[config.mk]
export PLATFORM = sky130hd
export DESIGN_NAME = fp_mant_addsub_pipe
export DESIGN_NICKNAME = d
export VERILOG_FILES = /design/src/rtl/fp_mant_addsub_pipe.sv
export SDC_FILE = /design/constraint.sdc
export NUM_CORES = 1
export LEC_CHECK = 0
export CAP_MARGIN = 20
export CORE_UTILIZATION = 63
export CTS_CLUSTER_DIAMETER = 120
export DETAILED_ROUTE_END_ITERATION = 7
export MAX_ROUTING_LAYER = met4
export PLACE_DENSITY_LB_ADDON = 0.12
export RECOVER_POWER = 25
export SLEW_MARGIN = 5
export SYNTH_ARGS = -nofsm -noshare
export SYNTH_HDL_FRONTEND = slang
export SYNTH_SLANG_ARGS = --single-unit
export TNS_END_PERCENT = 1
[constraint.sdc]
create_clock -name clk -period 9.4 [get_ports clk]
set_input_delay 0.94 -clock clk [delete_from_list [all_inputs] [get_ports clk]]
set_output_delay 0.94 -clock clk [all_outputs]
set_load 0.02 [all_outputs]
[src/rtl/fp_mant_addsub_pipe.sv]
// Two-stage mantissa add/subtract with leading-zero normalise for the FP adder.
// S1 registers the signed magnitude result, S2 registers the normalised mantissa and shift count.
module fp_mant_addsub_pipe #(
    parameter int MW = 48,
    parameter int TW = 5,
    localparam int LZW = $clog2(MW + 1)
) (
    input  logic           clk,
    input  logic           reset_n,
    input  logic           flush,
    input  logic           in_valid,
    output logic           in_ready,
    input  logic           in_sign_a,
    input  logic           in_sign_b,
    input  logic           in_op_sub,
    input  logic [MW-1:0]  in_mant_a,
    input  logic [MW-1:0]  in_mant_b,
    input  logic           in_sticky,
    input  logic           in_a_zero,
    input  logic           in_b_zero,
    input  logic [2:0]     in_rm,
    input  logic [TW-1:0]  in_tag,
    output logic           out_valid,
    input  logic           out_ready,
    output logic [MW-1:0]  out_mant,
    output logic           out_carry,
    output logic [LZW-1:0] out_lzc,
    output logic           out_sign,
    output logic           out_sticky,
    output logic           out_zero,
    output logic [TW-1:0]  out_tag
);
    localparam logic [2:0] RM_RDN = 3'b010;

    logic          s1_valid, s2_valid;
    logic          s1_load, s2_load, accept;
    logic [MW:0]   s1_sum;
    logic          s1_sign, s1_sticky;
    logic [TW-1:0] s1_tag;

    assign s2_load   = ~s2_valid | out_ready;
    assign s1_load   = ~s1_valid | s2_load;
    assign in_ready  = s1_load;
    assign accept    = in_valid & in_ready;
    assign out_valid = s2_valid;

    // Stage 1: effective operation and magnitude compare
    logic          eff_b, rdn;
    logic [MW:0]   st1_sum;
    logic          st1_sign, st1_sticky;

    always_comb begin
        eff_b      = in_sign_b ^ in_op_sub;
        rdn        = (in_rm == RM_RDN);
        st1_sum    = '0;
        st1_sign   = in_sign_a;
        st1_sticky = in_sticky;
        if (in_a_zero && in_b_zero) begin
            st1_sticky = 1'b0;
            st1_sign   = (in_sign_a == eff_b) ? in_sign_a : rdn;
        end else if (in_sign_a == eff_b) begin
            st1_sum = {1'b0, in_mant_a} + {1'b0, in_mant_b};
        end else if (in_mant_a == in_mant_b) begin
            st1_sticky = 1'b0;
            st1_sign   = rdn;
        end else if (in_mant_a > in_mant_b) begin
            // Borrowing the sticky accounts for the fraction shifted out of B
            st1_sum = {1'b0, in_mant_a} - {1'b0, in_mant_b} - (MW+1)'(in_sticky);
        end else begin
            st1_sum  = {1'b0, in_mant_b} - {1'b0, in_mant_a} - (MW+1)'(in_sticky);
            st1_sign = eff_b;
        end
    end

    always_ff @(posedge clk or negedge reset_n) begin
        if (!reset_n) begin
            s1_valid  <= 1'b0;
            s1_sum    <= '0;
            s1_sign   <= 1'b0;
            s1_sticky <= 1'b0;
            s1_tag    <= '0;
        end else begin
            if (flush)
                s1_valid <= 1'b0;
            else if (s1_load)
                s1_valid <= in_valid;
            if (accept && !flush) begin
                s1_sum    <= st1_sum;
                s1_sign   <= st1_sign;
                s1_sticky <= st1_sticky;
                s1_tag    <= in_tag;
            end
        end
    end

    // Stage 2: leading-zero count and left normalise
    logic [LZW-1:0] lz;
    logic           lz_found;
    logic [MW-1:0]  st2_mant;
    logic           st2_carry, st2_sticky, st2_zero;
    logic [LZW-1:0] st2_lzc;

    always_comb begin
        lz       = LZW'(MW);
        lz_found = 1'b0;
        for (int i = MW - 1; i >= 0; i--) begin
            if (!lz_found && s1_sum[i]) begin
                lz       = LZW'(MW - 1 - i);
                lz_found = 1'b1;
            end
        end
        if (s1_sum[MW]) begin
            st2_carry  = 1'b1;
            st2_mant   = s1_sum[MW:1];
            st2_lzc    = '0;
            st2_sticky = s1_sticky | s1_sum[0];
            st2_zero   = 1'b0;
        end else begin
            st2_carry  = 1'b0;
            st2_mant   = s1_sum[MW-1:0] << lz;
            st2_lzc    = lz;
            st2_zero   = ~lz_found;
            st2_sticky = s1_sticky & lz_found;
        end
    end

    always_ff @(posedge clk or negedge reset_n) begin
        if (!reset_n) begin
            s2_valid   <= 1'b0;
            out_mant   <= '0;
            out_carry  <= 1'b0;
            out_lzc    <= '0;
            out_sign   <= 1'b0;
            out_sticky <= 1'b0;
            out_zero   <= 1'b0;
            out_tag    <= '0;
        end else begin
            if (flush)
                s2_valid <= 1'b0;
            else if (s2_load)
                s2_valid <= s1_valid;
            if (s2_load && s1_valid && !flush) begin
                out_mant   <= st2_mant;
                out_carry  <= st2_carry;
                out_lzc    <= st2_lzc;
                out_sign   <= s1_sign;
                out_sticky <= st2_sticky;
                out_zero   <= st2_zero;
                out_tag    <= s1_tag;
            end
        end
    end
endmodule

==> results of run 1 <==
through the flow:
step | hold WS [ns] | util, %
2_1_floorplan | 0.433 | -
3_3_place_gp | 0.443 | 71.1
3_5_place_dp | 0.449 | 71.1
5_1_grt | 0.479 | 73.0
4_1_cts | 0.462 | 73.0
6_report | 0.462 | 73.1
routing by layer:
metal  vias up  wire (µm)  track usage [%]
met1      9633      27300             57.3
met5         -          0                -
met2      1388      29300             65.9
met3       239       7240             8.35
li1       9390          -                -
met4         0       2960             17.6
kinds of logic (layout without fill, tap and decap cells):
logic type	after synthesis	in the layout	share of synthesized area [%]
and+or+nand+nor	772	772	18.9
adders and majority gates	267	267	18.6
muxes	105	105	5.83
AOI/OAI and AO/OA	785	785	26.7
DFF	121	121	15.8
other	0	2	0
xor gates and xnor gates	127	127	5.82
buffers and inverters	410	522	8.30
path summary, 6_finish.rpt:
path | from | endpoint | slack [ns] | depth (start not counted)
worst max register to register | s1_sum[44]$_DFFE_PN0P_ | out_mant[38]$_DFFE_PN0P_ | 3.42 | 11
worst max-delay path | reset_n | s1_sum[47]$_DFFE_PN0P_ | 3.30 | 2
min in group asynchronous | reset_n | s1_sign$_DFFE_PN0P_ | 1.58 | 1
worst min register to register | s1_tag[1]$_DFFE_PN0P_ | out_tag[1]$_DFFE_PN0P_ | 0.46 | 2
worst min-delay path | s1_tag[1]$_DFFE_PN0P_ | out_tag[1]$_DFFE_PN0P_ | 0.46 | 2
max in group clk | in_mant_b[0] | s1_sum[42]$_DFFE_PN0P_ | 3.39 | 19
registers in the layout (all words and copies together), names as in the netlist:
name        flops
s1_sum         49
out_mant       48
out_lzc         6
out_tag         5
s1_tag          5
out_carry       1
out_sign        1
out_sticky      1
out_valid       1
out_zero        1
s1_sign         1
s1_sticky       1
s1_valid        1
tightest hold or removal path: cells and delay by family, from the launching register on:
family | cells | cell delay [ns]
AND/OR/NAND/NOR | 2 | 0.09
flip-flops | 1 | 0.34
power breakdown:
part           leakage, µW  switching, µW  internal [µW]
Clock             0.000280            275            396
Sequential         0.00151            265            687
Combinational      0.00802           2110           1260
layout make-up:
type / instances / area (µm²) / area share (%)
multi-input cells: 2056 / 14600 / 67.1
flip-flops and latches: 121 / 3030 / 13.9
repair buffers: 200 / 1940 / 8.92
inverters: 290 / 1090 / 5.01
well taps: 390 / 488 / 2.25
clock buffers: 18 / 429 / 1.98
clock inverters: 14 / 164 / 0.755
diodes: 2 / 5.00 / 0.0231
cell usage after synthesis, drive strengths merged (6+ instances only):
library cell  number  area (µm²)
a2111oi           13         139
a211oi            26         200
a21boi             9        67.6
a21o              29         218
a21oi            226        1130
a221o              6        60.1
a221oi            28         258
a22o              13         114
a22oi             21         163
a31oi             37         231
a32o               9        90.1
and2               9        56.3
and3              32         200
buf               26         145
clkbuf            94         353
dfrtp            121        3030
fa                28         561
ha               238        2980
inv              289        1080
mux2              16         191
mux2i             88         901
nand2            244         916
nand2b            35         219
nand3             37         185
nand3b             9        67.6
nand4             16         100
nor2             234         881
nor2b             25         156
nor3              54         275
nor3b             10        75.1
nor4              21         138
o211ai            34         255
o21a              16         120
o21ai            168         841
o21bai            29         218
o221ai            19         166
o22ai             21         131
o31ai             26         200
o41ai              7        61.3
or2                6        37.5
or3               10        62.6
or4               16         124
xnor2             95         832
xor2              32         280
==> results.toml, run 1 <==
[finish]
fin_area_um2 = 21700
layout_commonest_cell = "inv_1"
fill_cells = 2313
drive_above_1_share_pct = 3.74
area_growth_pct = 13.5
nets = 3067
most-common-layout-cells = "inv_1 (289), nand2_1 (243), ha_1 (238)"
fin_cells = 3091

[clock_network]
cts-root-buf = "clkbuf_16"
post_cts.repair.setup_buffers = 0
cts_hold_buf = 0
cts.sinks = 121
path_clk_slew_ns = 0.06
clock_latency_ns = 0.44
postCtsResizedCells = 0
clk_path_buf_depth = 2
cts_tree = "built"
numCtsBuffers = 17
htree_levels = 4

[detailed_routing]
drt_iter0_markers = 2732
avgRoutedWirePerCell_um = 21.6
routed_wl_um = 66800
vias_per_cell = 6.68
drt-pass1-iter-count = 6
drtAntennaViolNets = 0
drc_errors = 0
routed-via-count = 20700

[critical_path]
start_kind = "primary input"
crit_slowest_cell = "clkbuf_1"
worstPathArrival_ns = 5.85
cp_max_fo = 63
cpPeakStageDelay_ns = 2.62
required_ns = 9.15
path_delay_family = "buffers and inverters"
path_common_cell = "clkbuf_1"
cp-end-kind = "async pin"
crit_chain = "clkbuf_1 > clkbuf_1"
critical_path_class = "in2async"
cp_num_buf_inv = 2

[job]
maxCapViolations = 2

[synth]
ys_seq_area_share_pct = 15.8
yosys_warnings = 0
syn_area_per_cell_um2 = 7.39
synth.cell_area_um2 = 19100
synthArstFlopShare_pct = 100
synthesis.nets = 2968
ys_ff_latch = 121
synth_edf_count = 0
syn_inst = 2587
ys.flop_type = "dfrtp_1"
synth.distinct_cells = 92

[grt]
antenna_found_initial = 1
grt_pass1_vias = 19000
grt_pass1_wl_um = 104000
grt_max_degree = 68
grt_usage_pct = 43.6
grt-ovfl-total = 0

[placement]
preCtsSetupSlack_ns = 3.18
placed_cells = 3056
globalplace.congestion = 1.04
port_buffers = 179
dp_hpwl_um = 52500
place_area_um2 = 21100

[timing]
rsz0062_at_grt = "false"
fmax_mhz = 164
finalSetupTns_ns = 0
slew_viol_final = 124
setup_viol = 0
period_share_pct = 64.9
fin_ws_ns = 3.30
fin_worst_skew_ns = 0.00561
max_slew_margin_pct = -133
final_period_minus_worst_setup_slack_ns = 6.10
tightest_slew_ns = 3.50
finalHoldViolCount = 0

[power_and_ir_drop]
power_uw = 5000
leakage_uw = 0.00981
peakVddDrop_mv = 0.173
p_per_area_nw_per_um2 = 230

[floorplan]
die_area_um2 = 31100
io_pins = 180
die_w_um = 176
core-area_um2 = 29700
floorplan.initialDensity_pct = 64.3
die_h_um = 176
num_rows = 63

[worst_hold_path]
hold_path.class = "reg2reg"

[run_status]
violations = "max-capacitance violations, max-slew violations"
run_status = "finished with violations"
(Power assumes the default switching activity.)
==> run 2, diff against run 1 <==
--- a/config.mk
+++ b/config.mk
@@ -6,7 +6,7 @@
 export NUM_CORES = 1
 export LEC_CHECK = 0
 export CAP_MARGIN = 20
-export CORE_UTILIZATION = 63
+export CORE_UTILIZATION = 60
 export CTS_CLUSTER_DIAMETER = 120
 export DETAILED_ROUTE_END_ITERATION = 7
 export MAX_ROUTING_LAYER = met4
==> constraint.sdc (replaced) <==
create_clock -name clk -period 5.8 [get_ports clk]
set_input_delay 0.58 -clock clk [delete_from_list [all_inputs] [get_ports clk]]
set_output_delay 0.58 -clock clk [all_outputs]
set_load 0.02 [all_outputs]
==> run 2 against run 1 <==
  * Die area increased by 4.9%
  * Sequential share of layout area decreased by 0.16 points
  * Sequential power increased by 64%
  * Via count decreased by 0.17%
  * Core utilization decreased by 2.2 points
  * Wire length increased by 0.39%
  * The run still ends with max-capacitance violations, max-slew violations left
  * Non-clock buffer count increased by 26
  * Worst setup slack got worse by 2.9 ns
  * Largest power group unchanged
  * Cell area increased by 1.2%
  * Clock skew increased by 0.0051 ns
==> results.toml, run 2 (same netlist as run 1, synthesis figures left out) <==
[worst_hold_path]
hold_start = "s1_tag[0]$_DFFE_PN0P_"
hold_path.class = "reg2reg"

[detailed_routing]
avgRoutedWirePerCell_um = 21.5
drt-pass1-iter-count = 6
vias_per_cell = 6.61
drtAntennaViolNets = 0
drc_errors = 0
routed-via-count = 20600
drt_iter0_markers = 2520
routed_wl_um = 67100

[critical_path]
required_ns = 6.18
critical_path_class = "in2reg"
reg2reg_from = "s1_sum[37]$_DFFE_PN0P_"
cp-end-kind = "flip-flop"
worstPathArrival_ns = 5.78
cp_max_fo = 3
start_kind = "primary input"
cp-startpoint = "in_mant_b[0]"

[power_and_ir_drop]
power_uw = 8220
power_frac_comb_pct = 67.8
pwr-share-seq_pct = 19.0
cell_internal_pwr_uw = 3930
p_per_area_nw_per_um2 = 374
clockPowerShare_pct = 13.3
switching_power_uw = 4290
leakage_uw = 0.00997
peakVddDrop_mv = 0.262
p_sw_share_pct = 52.1

[grt]
grt_max_degree = 63
grt_usage_pct = 41.9
grt_pass1_vias = 19600
grt-ovfl-total = 0
grt_pass1_wl_um = 106000
antenna_found_initial = 0

[timing]
setup_viol = 0
finalSetupTns_ns = 0
slew_viol_final = 124
finalHoldViolCount = 0
fin_worst_skew_ns = 0.0107
period_share_pct = 93.1
fmax_mhz = 185
max_slew_margin_pct = -113
rsz0062_at_grt = "false"
tightest_slew_ns = 3.20
final_period_minus_worst_setup_slack_ns = 5.40

[finish]
most-common-layout-cells = "inv_1 (289), nand2_1 (243), ha_1 (238)"
fin_util_pct = 70.9
largest_reg_flops = 49
drive_above_1_share_pct = 4.73
nets = 3093
reg_top3 = "s1_sum (49), out_mant (48), out_lzc (6)"
fin_area_um2 = 22000
layout_commonest_cell = "inv_1"
top_register = "s1_sum"
seqCellArea_um2 = 3030
diodes = 0
multi_input_area_um2 = 14600
fill_cells = 2543
area_growth_pct = 14.9

[floorplan]
core-area_um2 = 31000
floorplan.initialDensity_pct = 61.7
die_area_um2 = 32600
io_pins = 180
num_rows = 64
die_w_um = 181
die_h_um = 181

[run_status]
run_status = "finished with violations"
violations = "max-capacitance violations, max-slew violations"

[clock_network]
clk_path_buf_depth = 2
clock_latency_ns = 0.44
postCtsResizedCells = 0
cts.sinks = 121
cts_hold_buf = 0
numCtsBuffers = 17
cts-root-buf = "clkbuf_16"
cts_tree = "built"
htree_levels = 4
path_clk_slew_ns = 0.06
post_cts.repair.setup_buffers = 0

[placement]
dp_hpwl_um = 53200
globalplace.congestion = 1.06
place_area_um2 = 21400
port_buffers = 179

[job]
maxCapViolations = 2
run 2: changes by cell type in the layout (fill, tap and decap cells not counted):
cell        before  now
buf_12           0    4
clkinv_4         5    3
clkbuf_8         0    2
diode_2          2    0
inv_8            1    0
buf_4           19   42
clkbuf_1         3    1
clkinvlp_4       3    2
clkinv_2         0    3
run 2: per-stage QoR:
stage | hold WS [ns] | instances | setup slack (ns)
final | 0.473 | 3121 | 0.402
after global routing | 0.500 | 3121 | 0.0942
after CTS | 0.234 | 3121 | 0.496
after detailed placement | 0.468 | 3089 | 0.0781
after global placement | 0.443 | 3089 | 0.310
after floorplan | 0.284 | 2587 | 1.40
run 2: metal layers:
layer  global-route usage [%]  routed length [µm]  vias up
li1                         -                   -     9419
met1                     53.7               27300     9662
met2                     65.3               29800     1320
met3                     6.97                6980      214
met4                     17.8                2990        0
met5                        -                   0        -
run 2: layout make-up:
cell class | instances | share of cell area [%]
clock inverter | 13 | 0.649
tap | 396 | 2.26
multi-input combinational | 2056 | 66.3
inverter | 290 | 4.96
clock buffer | 19 | 2.06
timing repair buffer | 226 | 9.95
sequential | 121 | 13.8
run 2: power groups by stage:
stage | Combinational (µW) | Sequential, µW | Clock, µW
after global placement | 5300 | 1530 | 0
after detailed placement | 5360 | 1540 | 0
final | 5570 | 1560 | 1090
after CTS | 5390 | 1530 | 1090
after global routing | 5920 | 1580 | 1130
after floorplan | 3510 | 1490 | 0
run 2: worst max-delay path, stage by stage:
cell and delay, ns:
clkdlybuf4s50_1 0.48, inv_1 0.06, fa_1 0.52, inv_1 0.11
ha_1 0.16, nor2_1 0.06, fa_1 0.39, a21oi_1 0.26
o221ai_1 0.24, a21oi_1 0.34, o211ai_1 0.15, buf_4 0.18
a211oi_1 0.29, o31ai_1 0.17, o21ai_0 0.29, a2111oi_0 0.16
a2111oi_0 0.60, nor4_1 0.13, a2111oi_0 0.40, a22o_1 0.19
run 2: path summary, 6_finish.rpt:
path                       slack [ns]                       end  cells after the start
setup / recovery                 0.40    s1_sum[42]$_DFFE_PN0P_                     20
hold / removal                   0.47    out_tag[0]$_DFFE_PN0P_                      2
setup reg to reg                 0.45  out_mant[42]$_DFFE_PN0P_                     12
hold reg to reg                  0.47    out_tag[0]$_DFFE_PN0P_                      2
max in group asynchronous        1.71    s1_sum[48]$_DFFE_PN0P_                      2
min in group asynchronous        1.19     s1_tag[4]$_DFFE_PN0P_                      1
==> edit: new RTL, settings of run 1 <==
`TW`: 5 -> 4.
--- a/src/rtl/fp_mant_addsub_pipe.sv
+++ b/src/rtl/fp_mant_addsub_pipe.sv
@@ -2,7 +2,7 @@
 // S1 registers the signed magnitude result, S2 registers the normalised mantissa and shift count.
 module fp_mant_addsub_pipe #(
     parameter int MW = 48,
-    parameter int TW = 5,
+    parameter int TW = 4,
     localparam int LZW = $clog2(MW + 1)
 ) (
     input  logic           clk,
Interface: changed (resized in_tag and out_tag); port bits go from 180 to 178. No check against the original RTL was run, so the function may have changed too.
==> edit against run 1 <==
  * The run ends with DRC, capacitance limit, slew limit left
  * Count of clock-buffer cells in the layout increased by 2
  * Power decreased by 4.4%
  * First-iteration DRC count decreased by 2.9%
  * Fmax increased by 3.4%
  * Critical path depth increased by 9
  * Area after synthesis decreased by 2.1%
  * Global-route usage decreased by 0.89 points
  * Sequential share of layout area about the same
  * Combinational power decreased by 8.6%
  * Sequential cell count decreased by 2
  * Wire length decreased by 4.1%
  * Final area decreased by 1.5%
  * Worst setup slack improved by 0.20 ns
  * Sequential power decreased by 2.7%
  * Critical endpoint is now out_mant[38]
==> edit: results <==
{
  "status": "finished with violations",
  "violations": "DRC, capacitance limit, slew limit",
  "final.setup_skew_ns": 0.0132,
  "gp_congestion": 1.07,
  "drc": 2,
  "worstMarginPinSlew_ns": 3.30,
  "io_buffer_count": 177,
  "cts.path.max_buffers": 2,
  "drv_cap": 2,
  "grt_pass1_vias": 19011,
  "grt_max_degree": 70,
  "hp-class": "reg2reg",
  "root_buffer": "clkbuf_16",
  "post_cts_buffers": 0,
  "synth_commonest_cells": "273 x inv_1, 238 x ha_1, 222 x nand2_1",
  "yosys_warnings": 0,
  "final_max_slew_viol_count": 122,
  "hpwl_um": 49900,
  "wire_per_inst_um": 21.6,
  "grt_pass1_wl_um": 101000,
  "via_per_inst": 6.71,
  "drt-initial-drc-count": 2654,
  "seq_area_frac_synth_pct": 15.9,
  "clk_pin_slew_worst_paths_ns": 0.06,
  "cp_slowest_cell": "nor4b_4",
  "synth_area_leaders": "dfrtp_1 16%, ha_1 16%, mux2i_1 6.8%",
  "crit_family": "simple AND/OR/NAND/NOR gates",
  "h-tree-depth": 4,
  "largest_registers": "s1_sum (49), out_mant (48), out_lzc (6)",
  "mappedNetlistNets": 2836,
  "numCtsBuffers": 17,
  "p_leak_nw": 9.82,
  "arrival_ns": 6.22,
  "worstPathMaxFanout": 63,
  "grt_antenna_before_repair": 0,
  "async_flop_share_pct": 100,
  "layout.nets": 2946,
  "peakVddDrop_mv": 0.148,
  "max_stage_delay_ns": 1.04,
  "grt_use_total_pct": 42.8,
  "synth_cell_type_count": 85,
  "drive_gt1_share_pct": 3.76,
  "drt_first_pass_iters": 8
}
==> edit: cells by family (layout without fill, tap and decap cells) <==
family          after synthesis  count (layout)  share of synthesized area [%]
flops                       119             119                           15.9
xor+xnor                    130             130                           6.08
buf+inv                     381             504                           7.95
compound gates              720             720                           25.3
mux                         146             146                           8.17
fa+ha+maj                   266             266                           18.9
simple gates                694             694                           17.7
other cells                   0               1                              0
==> edit: cell type report <==
| type | count | area [um2] |
|---|---|---|
| clock buffer | 20 | 457 |
| inverter | 274 | 1030 |
| antenna | 1 | 2.50 |
| clock inverter | 12 | 223 |
| fill | 2244 | 7550 |
| sequential | 119 | 2980 |
| timing repair buffer | 198 | 1920 |
| tap | 384 | 480 |
| multi-input combinational | 1956 | 14300 |
==> edit: worst reg2reg max path: cells and delay by family, from the launching register on <==
| family | cells | cell delay, ns |
|---|---|---|
| muxes | 2 | 0.55 |
| AOI/OAI and AO/OA | 4 | 1.69 |
| DFF | 1 | 0.47 |
| and+or+nand+nor | 4 | 2.92 |
| buffers and inverters | 1 | 0.15 |
==> edit: layer usage <==
| layer | vias up | track usage, % | routed length (um) |
|---|---|---|---|
| met4 | 0 | 18.1 | 2880 |
| met3 | 251 | 6.17 | 6080 |
| met1 | 9407 | 54.4 | 25900 |
| met2 | 1286 | 67.7 | 29300 |
| li1 | 8937 | - | - |
| met5 | - | - | 0 |
==> edit: final timing paths <==
check / start / to / slack, ns / cells after the start
setup reg to reg: s1_sum[46] / out_mant[38] / 3.50 / 11
hold reg to reg: out_tag[3] / out_tag[3] / 0.47 / 2
min in group asynchronous: reset_n / out_valid / 1.56 / 1
max in group asynchronous: reset_n / out_lzc[4] / 3.53 / 2
setup / recovery: s1_sum[46] / out_mant[38] / 3.50 / 11
hold / removal: out_tag[3] / out_tag[3] / 0.47 / 2
==> edit: report_power, final <==
group          leakage (nW)  total (W)  internal [W]  switching [W]
clock network         0.326   0.000765      0.000511       0.000255
registers              1.50   0.000926      0.000672       0.000254
logic                  8.00    0.00308       0.00123        0.00186
total                  9.82    0.00478       0.00241        0.00237
==> edit: stage by stage <==
stage | cell area (um2) | setup WS, ns | instances | utilization, % | power [W]
global route | 21400 | 2.44 | 2963 | 73.9 | 0.00500
detailed placement | 20700 | 3.26 | 2931 | 71.6 | 0.00388
floorplan | 18700 | 4.65 | 2456 | - | 0.00295
finish | 21400 | 3.50 | 2964 | 73.9 | 0.00478
global placement | 20700 | 3.34 | 2931 | 71.6 | 0.00381
CTS | 21400 | 3.69 | 2963 | 73.9 | 0.00466
